`src/rtl/sap_pkg.sv`:
```
// Shared SAP CPU definitions: output-stage digit count, seven-segment glyphs,
// and the conversion FSM state type.
package sap_pkg;

    localparam int OUT_DIGITS = 3;
    localparam int BCD_W      = 4 * OUT_DIGITS;

    // Segment order {g,f,e,d,c,b,a}, active-high
    localparam logic [6:0] SEG_0     = 7'b0111111;
    localparam logic [6:0] SEG_1     = 7'b0000110;
    localparam logic [6:0] SEG_2     = 7'b1011011;
    localparam logic [6:0] SEG_3     = 7'b1001111;
    localparam logic [6:0] SEG_4     = 7'b1100110;
    localparam logic [6:0] SEG_5     = 7'b1101101;
    localparam logic [6:0] SEG_6     = 7'b1111101;
    localparam logic [6:0] SEG_7     = 7'b0000111;
    localparam logic [6:0] SEG_8     = 7'b1111111;
    localparam logic [6:0] SEG_9     = 7'b1101111;
    localparam logic [6:0] SEG_DASH  = 7'b1000000;
    localparam logic [6:0] SEG_BLANK = 7'b0000000;

    typedef enum logic {
        IDLE = 1'b0,
        CONV = 1'b1
    } out_state_t;

    function automatic logic [6:0] seg_encode(input logic [3:0] digit);
        logic [6:0] s;
        case (digit)
            4'd0:    s = SEG_0;
            4'd1:    s = SEG_1;
            4'd2:    s = SEG_2;
            4'd3:    s = SEG_3;
            4'd4:    s = SEG_4;
            4'd5:    s = SEG_5;
            4'd6:    s = SEG_6;
            4'd7:    s = SEG_7;
            4'd8:    s = SEG_8;
            4'd9:    s = SEG_9;
            default: s = SEG_DASH;
        endcase
        return s;
    endfunction

endpackage

```
`src/rtl/bin2bcd.sv`:
```
// Sequential double-dabble: converts an 8-bit binary value to three BCD digits,
// one add-3/shift iteration per clock.
//
//   state | meaning
//   IDLE  | waiting for start; bcd holds the last completed result
//   CONV  | iterating; cnt counts completed shifts (0..7)
module bin2bcd
    import sap_pkg::*;
(
    input  logic              clk,
    input  logic              rst,
    input  logic              start,
    input  logic [7:0]        bin,
    output logic              busy,
    output logic              done,
    output logic [BCD_W-1:0]  bcd
);

    out_state_t  state;
    logic [19:0] sr;
    logic [19:0] adj;
    logic [19:0] next_sr;
    logic [2:0]  cnt;

    always_comb begin
        adj = sr;
        for (int i = 0; i < OUT_DIGITS; i++) begin
            if (sr[8 + 4*i +: 4] >= 4'd5) begin
                adj[8 + 4*i +: 4] = sr[8 + 4*i +: 4] + 4'd3;
            end
        end
        next_sr = adj << 1;
    end

    assign busy = (state == CONV);

    always_ff @(posedge clk) begin
        if (rst) begin
            state <= IDLE;
            sr    <= '0;
            cnt   <= '0;
            done  <= 1'b0;
            bcd   <= '0;
        end else begin
            done <= 1'b0;
            case (state)
                IDLE: begin
                    if (start) begin
                        sr    <= {12'b0, bin};
                        cnt   <= '0;
                        state <= CONV;
                    end
                end
                CONV: begin
                    // The final shift always retires, so a start arriving on
                    // that same edge chains straight into the next conversion.
                    if (cnt == 3'd7) begin
                        bcd  <= next_sr[19:8];
                        done <= 1'b1;
                    end
                    if (start) begin
                        sr    <= {12'b0, bin};
                        cnt   <= '0;
                        state <= CONV;
                    end else if (cnt == 3'd7) begin
                        sr    <= next_sr;
                        cnt   <= '0;
                        state <= IDLE;
                    end else begin
                        sr  <= next_sr;
                        cnt <= cnt + 3'd1;
                    end
                end
                default: state <= IDLE;
            endcase
        end
    end

endmodule

```
`src/rtl/out_display.sv`:
```
// SAP CPU output stage: bus-loaded output register, BCD conversion, and a
// time-multiplexed three-digit seven-segment driver with leading-zero blanking.
module out_display
    import sap_pkg::*;
#(
    parameter int SCAN_DIV = 4
) (
    input  logic                   clk,
    input  logic                   rst,
    input  logic                   load,
    input  logic [7:0]             bus,
    output logic [7:0]             out,
    output logic [BCD_W-1:0]       bcd,
    output logic                   busy,
    output logic                   valid,
    output logic [OUT_DIGITS-1:0]  an,
    output logic [6:0]             seg
);

    localparam int CNT_W = (SCAN_DIV > 1) ? $clog2(SCAN_DIV) : 1;
    localparam logic [CNT_W-1:0] SCAN_LAST = CNT_W'(SCAN_DIV - 1);

    logic [CNT_W-1:0] scan_cnt;
    logic [3:0]       digit;
    logic             blank;

    always_ff @(posedge clk) begin
        if (rst) begin
            out <= '0;
        end else if (load) begin
            out <= bus;
        end
    end

    bin2bcd u_bin2bcd (
        .clk   (clk),
        .rst   (rst),
        .start (load),
        .bin   (bus),
        .busy  (busy),
        .done  (valid),
        .bcd   (bcd)
    );

    always_ff @(posedge clk) begin
        if (rst) begin
            scan_cnt <= '0;
            an       <= 3'b001;
        end else if (scan_cnt == SCAN_LAST) begin
            scan_cnt <= '0;
            an       <= {an[1:0], an[2]};
        end else begin
            scan_cnt <= scan_cnt + CNT_W'(1);
        end
    end

    always_comb begin
        digit = bcd[3:0];
        blank = 1'b0;
        case (an)
            3'b010: begin
                digit = bcd[7:4];
                blank = (bcd[11:8] == 4'd0) && (bcd[7:4] == 4'd0);
            end
            3'b100: begin
                digit = bcd[11:8];
                blank = (bcd[11:8] == 4'd0);
            end
            default: begin
                digit = bcd[3:0];
                blank = 1'b0;
            end
        endcase
        seg = blank ? SEG_BLANK : seg_encode(digit);
    end

endmodule

```
`config.mk`:
```
export PLATFORM = sky130hd
export DESIGN_NAME = out_display
export DESIGN_NICKNAME = d
export VERILOG_FILES = /design/src/rtl/sap_pkg.sv /design/src/rtl/bin2bcd.sv /design/src/rtl/out_display.sv
export SDC_FILE = /design/constraint.sdc
export NUM_CORES = 1
export LEC_CHECK = 0
export ABC_AREA = 0
export CORE_MARGIN = 3
export CORE_UTILIZATION = 45
export DETAILED_ROUTE_END_ITERATION = 10
export PLACE_DENSITY = 0.75
export SETUP_SLACK_MARGIN = 0.05
export SLEW_MARGIN = 20
export SYNTH_ARGS = -nofsm -noshare
export SYNTH_HDL_FRONTEND = slang
export SYNTH_SLANG_ARGS = --single-unit
```
`constraint.sdc`:
```
create_clock -name clk -period 1.8 [get_ports clk]
set_input_delay 0.27 -clock clk [delete_from_list [all_inputs] [get_ports clk]]
set_output_delay 0.27 -clock clk [all_outputs]
set_load 0.05 [all_outputs]
```
# [Word level (Yosys, flattened, before mapping)]
# Memory sizes are Yosys's and may differ from the RTL's.
# Cells that the tools add are included.
[totals] regBits=50 latch_bits=0 mem_bits_rw=0 mem_bits_ro=112 in_bits=11 out_inout_bits=32 word_cells=47 memories=1
[op_classes] n_addsub=5 multipliers=0 div_mod_pow=0 magnitude_cmp=3 eq_ne=5 n_shift=0 muxes=18 n_bitwise=1 reduce_logical=6
[mem_list] memory="(no name shown)" depth=16 word_bits=7 rd=1 rd_clocked_by_memory_dff=0 wr=0 line_no="sap_pkg.sv:29" rtl="case (digit)"
[op_table] operator="20-bit 2-to-1 mux" n=2
[op_table] operator="20-bit one-hot mux with 2 select lines" n=1
[op_table] operator="4-bit by 3-bit >= comparator with 1-bit output (second input constant)" n=3
[op_table] operator="3-bit 2-to-1 mux" n=4
[op_table] operator="4-bit by 2-bit adder with 4-bit output (second input constant)" n=2
[op_table] operator="4-bit zero test" n=2
[op_table] operator="4-bit 2-to-1 mux" n=2
[op_table] operator="4-bit one-hot mux with 2 select lines" n=1
[op_table] operator="7-bit 2-to-1 mux" n=1
[op_table] operator="3-bit equality test (second input constant)" n=2
[op_table] operator="3-bit one-hot mux with 2 select lines" n=1
[op_table] operator="1-bit 2-to-1 mux" n=4
[op_table] operator="1-bit one-hot mux with 2 select lines" n=2
[op_table] operator="2-bit OR reduction" n=2
[op_table] operator="3-bit by 1-bit adder with 3-bit output (second input constant)" n=1
[op_table] operator="3-bit by 2-bit adder with 3-bit output (second input constant)" n=1
[op_table] operator="3-bit by 2-bit equality test with 1-bit output (second input constant)" n=1
[op_table] operator="2-bit by 1-bit adder with 2-bit output (second input constant)" n=1
[op_table] operator="2-bit equality test (second input constant)" n=1
[op_table] operator="2-bit inequality test (second input constant)" n=1
[op_table] operator="2-bit AND reduction" n=1
[op_table] operator="1-bit logical AND" n=1
[op_table] operator="1-bit inverter" n=1

# [Depth between registers and ports, before layout]
[logic_depth] ltp_word=4 mapped_depth=7 mapped_depth_nobuf=7

# [Modules after synthesis]
# Synthesis repeated with hierarchy kept, for this count alone.
[unflattened] hier_cells=317 hier_area_um2=2755.1
[by_module_without_submodules] module="bin2bcd" instances=1 cells_each=213 area_per_inst_um2=1865.5 seq_area_each_um2=740.7
[by_module_without_submodules] module="out_display" instances=1 cells_each=104 area_per_inst_um2=889.6 seq_area_each_um2=260.2

# [Worst setup path before layout]
# OpenSTA, ideal clock, no wires.
[synth_timing] kind="reg2out" startpoint="reg an[2]" endpoint="out seg[5]" arrival_time_ns=2.945 required_ns=1.530 path_slack_ns=-1.415 path_stages_with_launch=7 path_buffers=0 cell_sequence="dfxtp_1 > nand2b_4 > a21oi_2 > o22ai_1 > inv_1 > ha_1 > o32ai_1"
[synth_between] elab_chain_len=4 word_cells_on_any_way=6 classes_between="2 x eq/ne; 3 x mux; 1 x memory"
[synth_rtl] element="start: declaration" line_no="out_display.sv:16" rtl="output logic [OUT_DIGITS-1:0] an,"
[synth_rtl] element="start signal: assignment" line_no="out_display.sv:51" rtl="an <= {an[1:0], an[2]};"
[synth_rtl] element="3-bit equality test / 3-bit by 2-bit equality test with 1-bit output (equally long branches)" line_no="out_display.sv:60" rtl="case (an)"
[synth_rtl] element="4-bit one-hot mux with 2 select lines" line_no="out_display.sv:60"
[synth_rtl] element="memory read 16 x 7 bit"
[synth_rtl] element="7-bit 2-to-1 mux *" line_no="out_display.sv:74" rtl="seg = blank ? SEG_BLANK : seg_encode(digit);"
[synth_rtl] element="end: declaration" line_no="out_display.sv:17" rtl="output logic [6:0] seg"
# Every way passes the cells marked *; elsewhere a longest branch is shown, timed or not.

# [Worst setup path in the final report]
[layout_timing] startpoint="reg an[1]" endpoint="out seg[0]"
# The elaborated chain is that of the path after synthesis.

==> results by group <==
Logic synthesis
  – Count of cell types in the netlist: 38
  – #FFs+latches synth: 50
  – Synth cell count leaders: dfxtp_1, nor2_1, mux2i_1
  – Post-Syn Area per Cell: 8.81 µm²
  – Sequential cell area fraction in the yosys report: 40.9%
  – Count leader, synth: dfxtp_1
  – Ys flop type: dfxtp_1
  – Syn_nets: 302
  – Area leader, netlist: dfxtp_1
  – Post-Syn Area: 0.00245 mm²
  – EDFF count, synth: 0
  – Post-synth top area share: 40.9%
  – Yosys warns: 0
  – Mapped Cells: 278
  – Async S/R FF share, synth: 0%
  – Largest cells by area after synthesis: dfxtp_1, mux2i_1, nor2_1

Route
  – Drt total wl: 5460 µm
  – ANT nets after route: 0
  – DR vias: 2,107
  – Drt first pass iters: 4
  – Vias per cell: 5.09
  – Avg WL per Cell: 13.2 µm
  – DRC Markers: 0
  – Starting DRT DRC Count: 107

STA
  – Setup violators final: 7
  – Post-layout min period: 2.38 ns
  – Final Max Tran Viols: 0
  – Fin. Hold Viols: 0
  – Fmax: 420 MHz
  – Least-Margin Pin Slew: 0.504 ns
  – Worst relative slew slack: 66.4%
  – Fin worst setup slack: -0.581 ns
  – Final clock skew: 0.0129 ns
  – RSZ-0062 raised after global routing: true
  – Crit share post-route: 132%

Global route
  – Met3 Track Usage GR: 3.72%
  – Largest net degree at the start of global routing: 36
  – Initial antenna violation count: 0
  – Total congestion overflow: 0
  – GR Layer Usage met1: 23.5%
  – Vias in the first global route: 1,963
  – Met2 Use GR: 30.6%
  – First-pass GRT wire length: 9170 µm
  – Global-route usage over all layers: 18.3%
  – GRT busiest layer: met2

Clock tree
  – Clock root buffer: clkbuf_8
  – # hold bufs at CTS: 0
  – Clk slew on worst S/H paths: 0.08 ns
  – Max clock buf depth: 2
  – CTS Buf Count: 5
  – Clock Sinks: 50
  – H-Tree Depth: 2
  – TritonCTS clock tree: built
  – Worst skew pair latency: 0.30 ns

Setup path
  – Startpoint types: flop
  – Worst-path cell chain: nand2b_4, a21oi_4, o22a_2, inv_2, ha_4, mux2_4, o32ai_4, buf_6
  – Worst EP arrival: 2.11 ns
  – Worst-path maximum fanout: 4
  – Crit path kind: flop to primary output
  – Crit end category: primary output
  – Worst path required time: 1.53 ns
  – Crit-path slowest cell: dfxtp_4
  – Max incr delay on CP: 0.36 ns

Final layout
  – Flip-flop and latch area: 0.00103 mm²
  – Antenna diode count: 0
  – Area of the multi-input gates: 0.00153 mm²
  – Nets: 367
  – Fin cells: 414
  – Fillers: 418
  – Share of cells above drive strength 1: 30.2%
  – Area Overhead vs Synth: 40.8%
  – Post-route cell area: 0.00345 mm²

Pwr
  – PwrDens: 617 mW/mm²
  – Static Leakage: 1.47 nW
  – Worst IR drop on VDD: 440 µV

Placement
  – Area after DPL: 0.00328 mm²
  – Port buffer count: 42
  – Final HPWL DP: 4010 µm
  – Routability congestion estimate: 0.851
  – # placed instances: 405

Status
  – Failing checks: negative setup slack
  – Run status: finished, violations left

Die
  – Starting Density: 47.4%
  – Total die area: 0.00637 mm²
  – Core area: 0.00517 mm²
  – Rows: 26
  – Die Height: 79.8 µm
  – Die Wd: 79.8 µm
  – I/O pins: 43

Flow run
  – Max_cap viols: 0

Hold path
  – Worst hold path type: flop to flop
==> critical path, delay by kind of cell, from the launching register on <==
family / cells / cell delay, ns
mux: 1 / 0.28
compound gates: 3 / 0.59
flops: 1 / 0.36
buf+inv: 2 / 0.27
fa+ha+maj: 1 / 0.15
simple gates: 1 / 0.16
==> through the flow <==
stage	hold WS [ns]	TNS [ns]	power, mW	worst slack, ns	utilization, %
floorplan	0.404	-2.58	1.41	-0.460	-
global placement	0.414	-1.53	1.51	-0.242	63.5
detailed placement	0.425	-1.88	1.52	-0.311	63.5
CTS	0.436	-3.88	2.15	-0.576	66.0
global route	0.459	-4.47	2.23	-0.669	66.7
finish	0.438	-3.83	2.13	-0.581	66.7
==> per-layer routing <==
layer,part of all wire [%],routed length (µm),vias up
li1,-,-,1091
met1,47,2580,985
met2,48,2620,27
met3,3.3,180,4
met4,1.4,78,0
met5,0,0,-
==> timing repair <==
action / in CTS / in global routing
resized for setup: 11 / 9
pin swaps: 8 / 1
setup endpoints to repair: 7 / 14
buffers inserted: 0 / 1
==> cell families (layout without fill, tap and decap cells) <==
family	count (synthesis)	after routing	synth area share [%]
xor gates and xnor gates	3	3	1.07
buffers and inverters	26	92	4.19
AOI/OAI and AO/OA	58	58	15.6
muxes	31	31	12.7
and+or+nand+nor	97	97	18.9
DFF	50	50	40.9
adders and majority gates	13	13	6.64
==> where the power goes <==
group,internal [mW],switching (mW),total (mW)
Clock,0.277,0.353,0.630
Sequential,1.13,0.0248,1.16
Combinational,0.150,0.190,0.340
Total,1.56,0.568,2.13
==> worst paths after layout <==
check,start,endpoint,slack [ns],depth (start not counted)
worst max-delay path,an[1],seg[0],-0.58,8
worst min-delay path,scan_cnt[0],scan_cnt[0],0.44,1
worst max register to register,u_bin2bcd.sr[9],u_bin2bcd.bcd[2],0.23,7
worst min register to register,scan_cnt[0],scan_cnt[0],0.44,1
==> layout make-up <==
| cell class | instances | area share, % |
|---|---|---|
| clock buffers | 7 | 2.21 |
| flip-flops and latches | 50 | 29.9 |
| clock inverters | 1 | 0.181 |
| repair buffers | 73 | 19.8 |
| multi-input cells | 202 | 44.2 |
| inverters | 11 | 1.20 |
| well taps | 70 | 2.54 |
==> placed cells by master, fill, tap and decap left out, drive strengths merged <==
cell type,netlist,routed
or2b,1,1
o211ai,1,1
nand2b,7,7
dfxtp,50,50
a21bo,1,1
clkdlybuf4s50,0,13
or4,1,1
nor3b,4,4
mux2i,30,30
ha,13,13
xnor2,3,3
o32ai,4,4
buf,5,54
nor3,3,3
clkbuf,10,7
o21ai,6,6
a211o,1,1
nor2,47,47
o22a,4,4
nand2,26,26
nor2b,1,1
a211oi,4,4
a311oi,3,3
o41a,1,1
nand3b,2,2
dlymetal6s2s,0,6
o22ai,3,3
or2,2,2
a21oi,30,30
inv,11,12
mux2,1,1
nand3,3,3
==> registers in the layout, summed over array words and instances, names as in the netlist <==
name            cells
u_bin2bcd.done      1
an                  3
scan_cnt            2
u_bin2bcd.busy      1
u_bin2bcd.cnt       3
u_bin2bcd.sr       20
u_bin2bcd.bcd      12
out                 8
No activity file was read; power rests on OpenSTA's default activity.
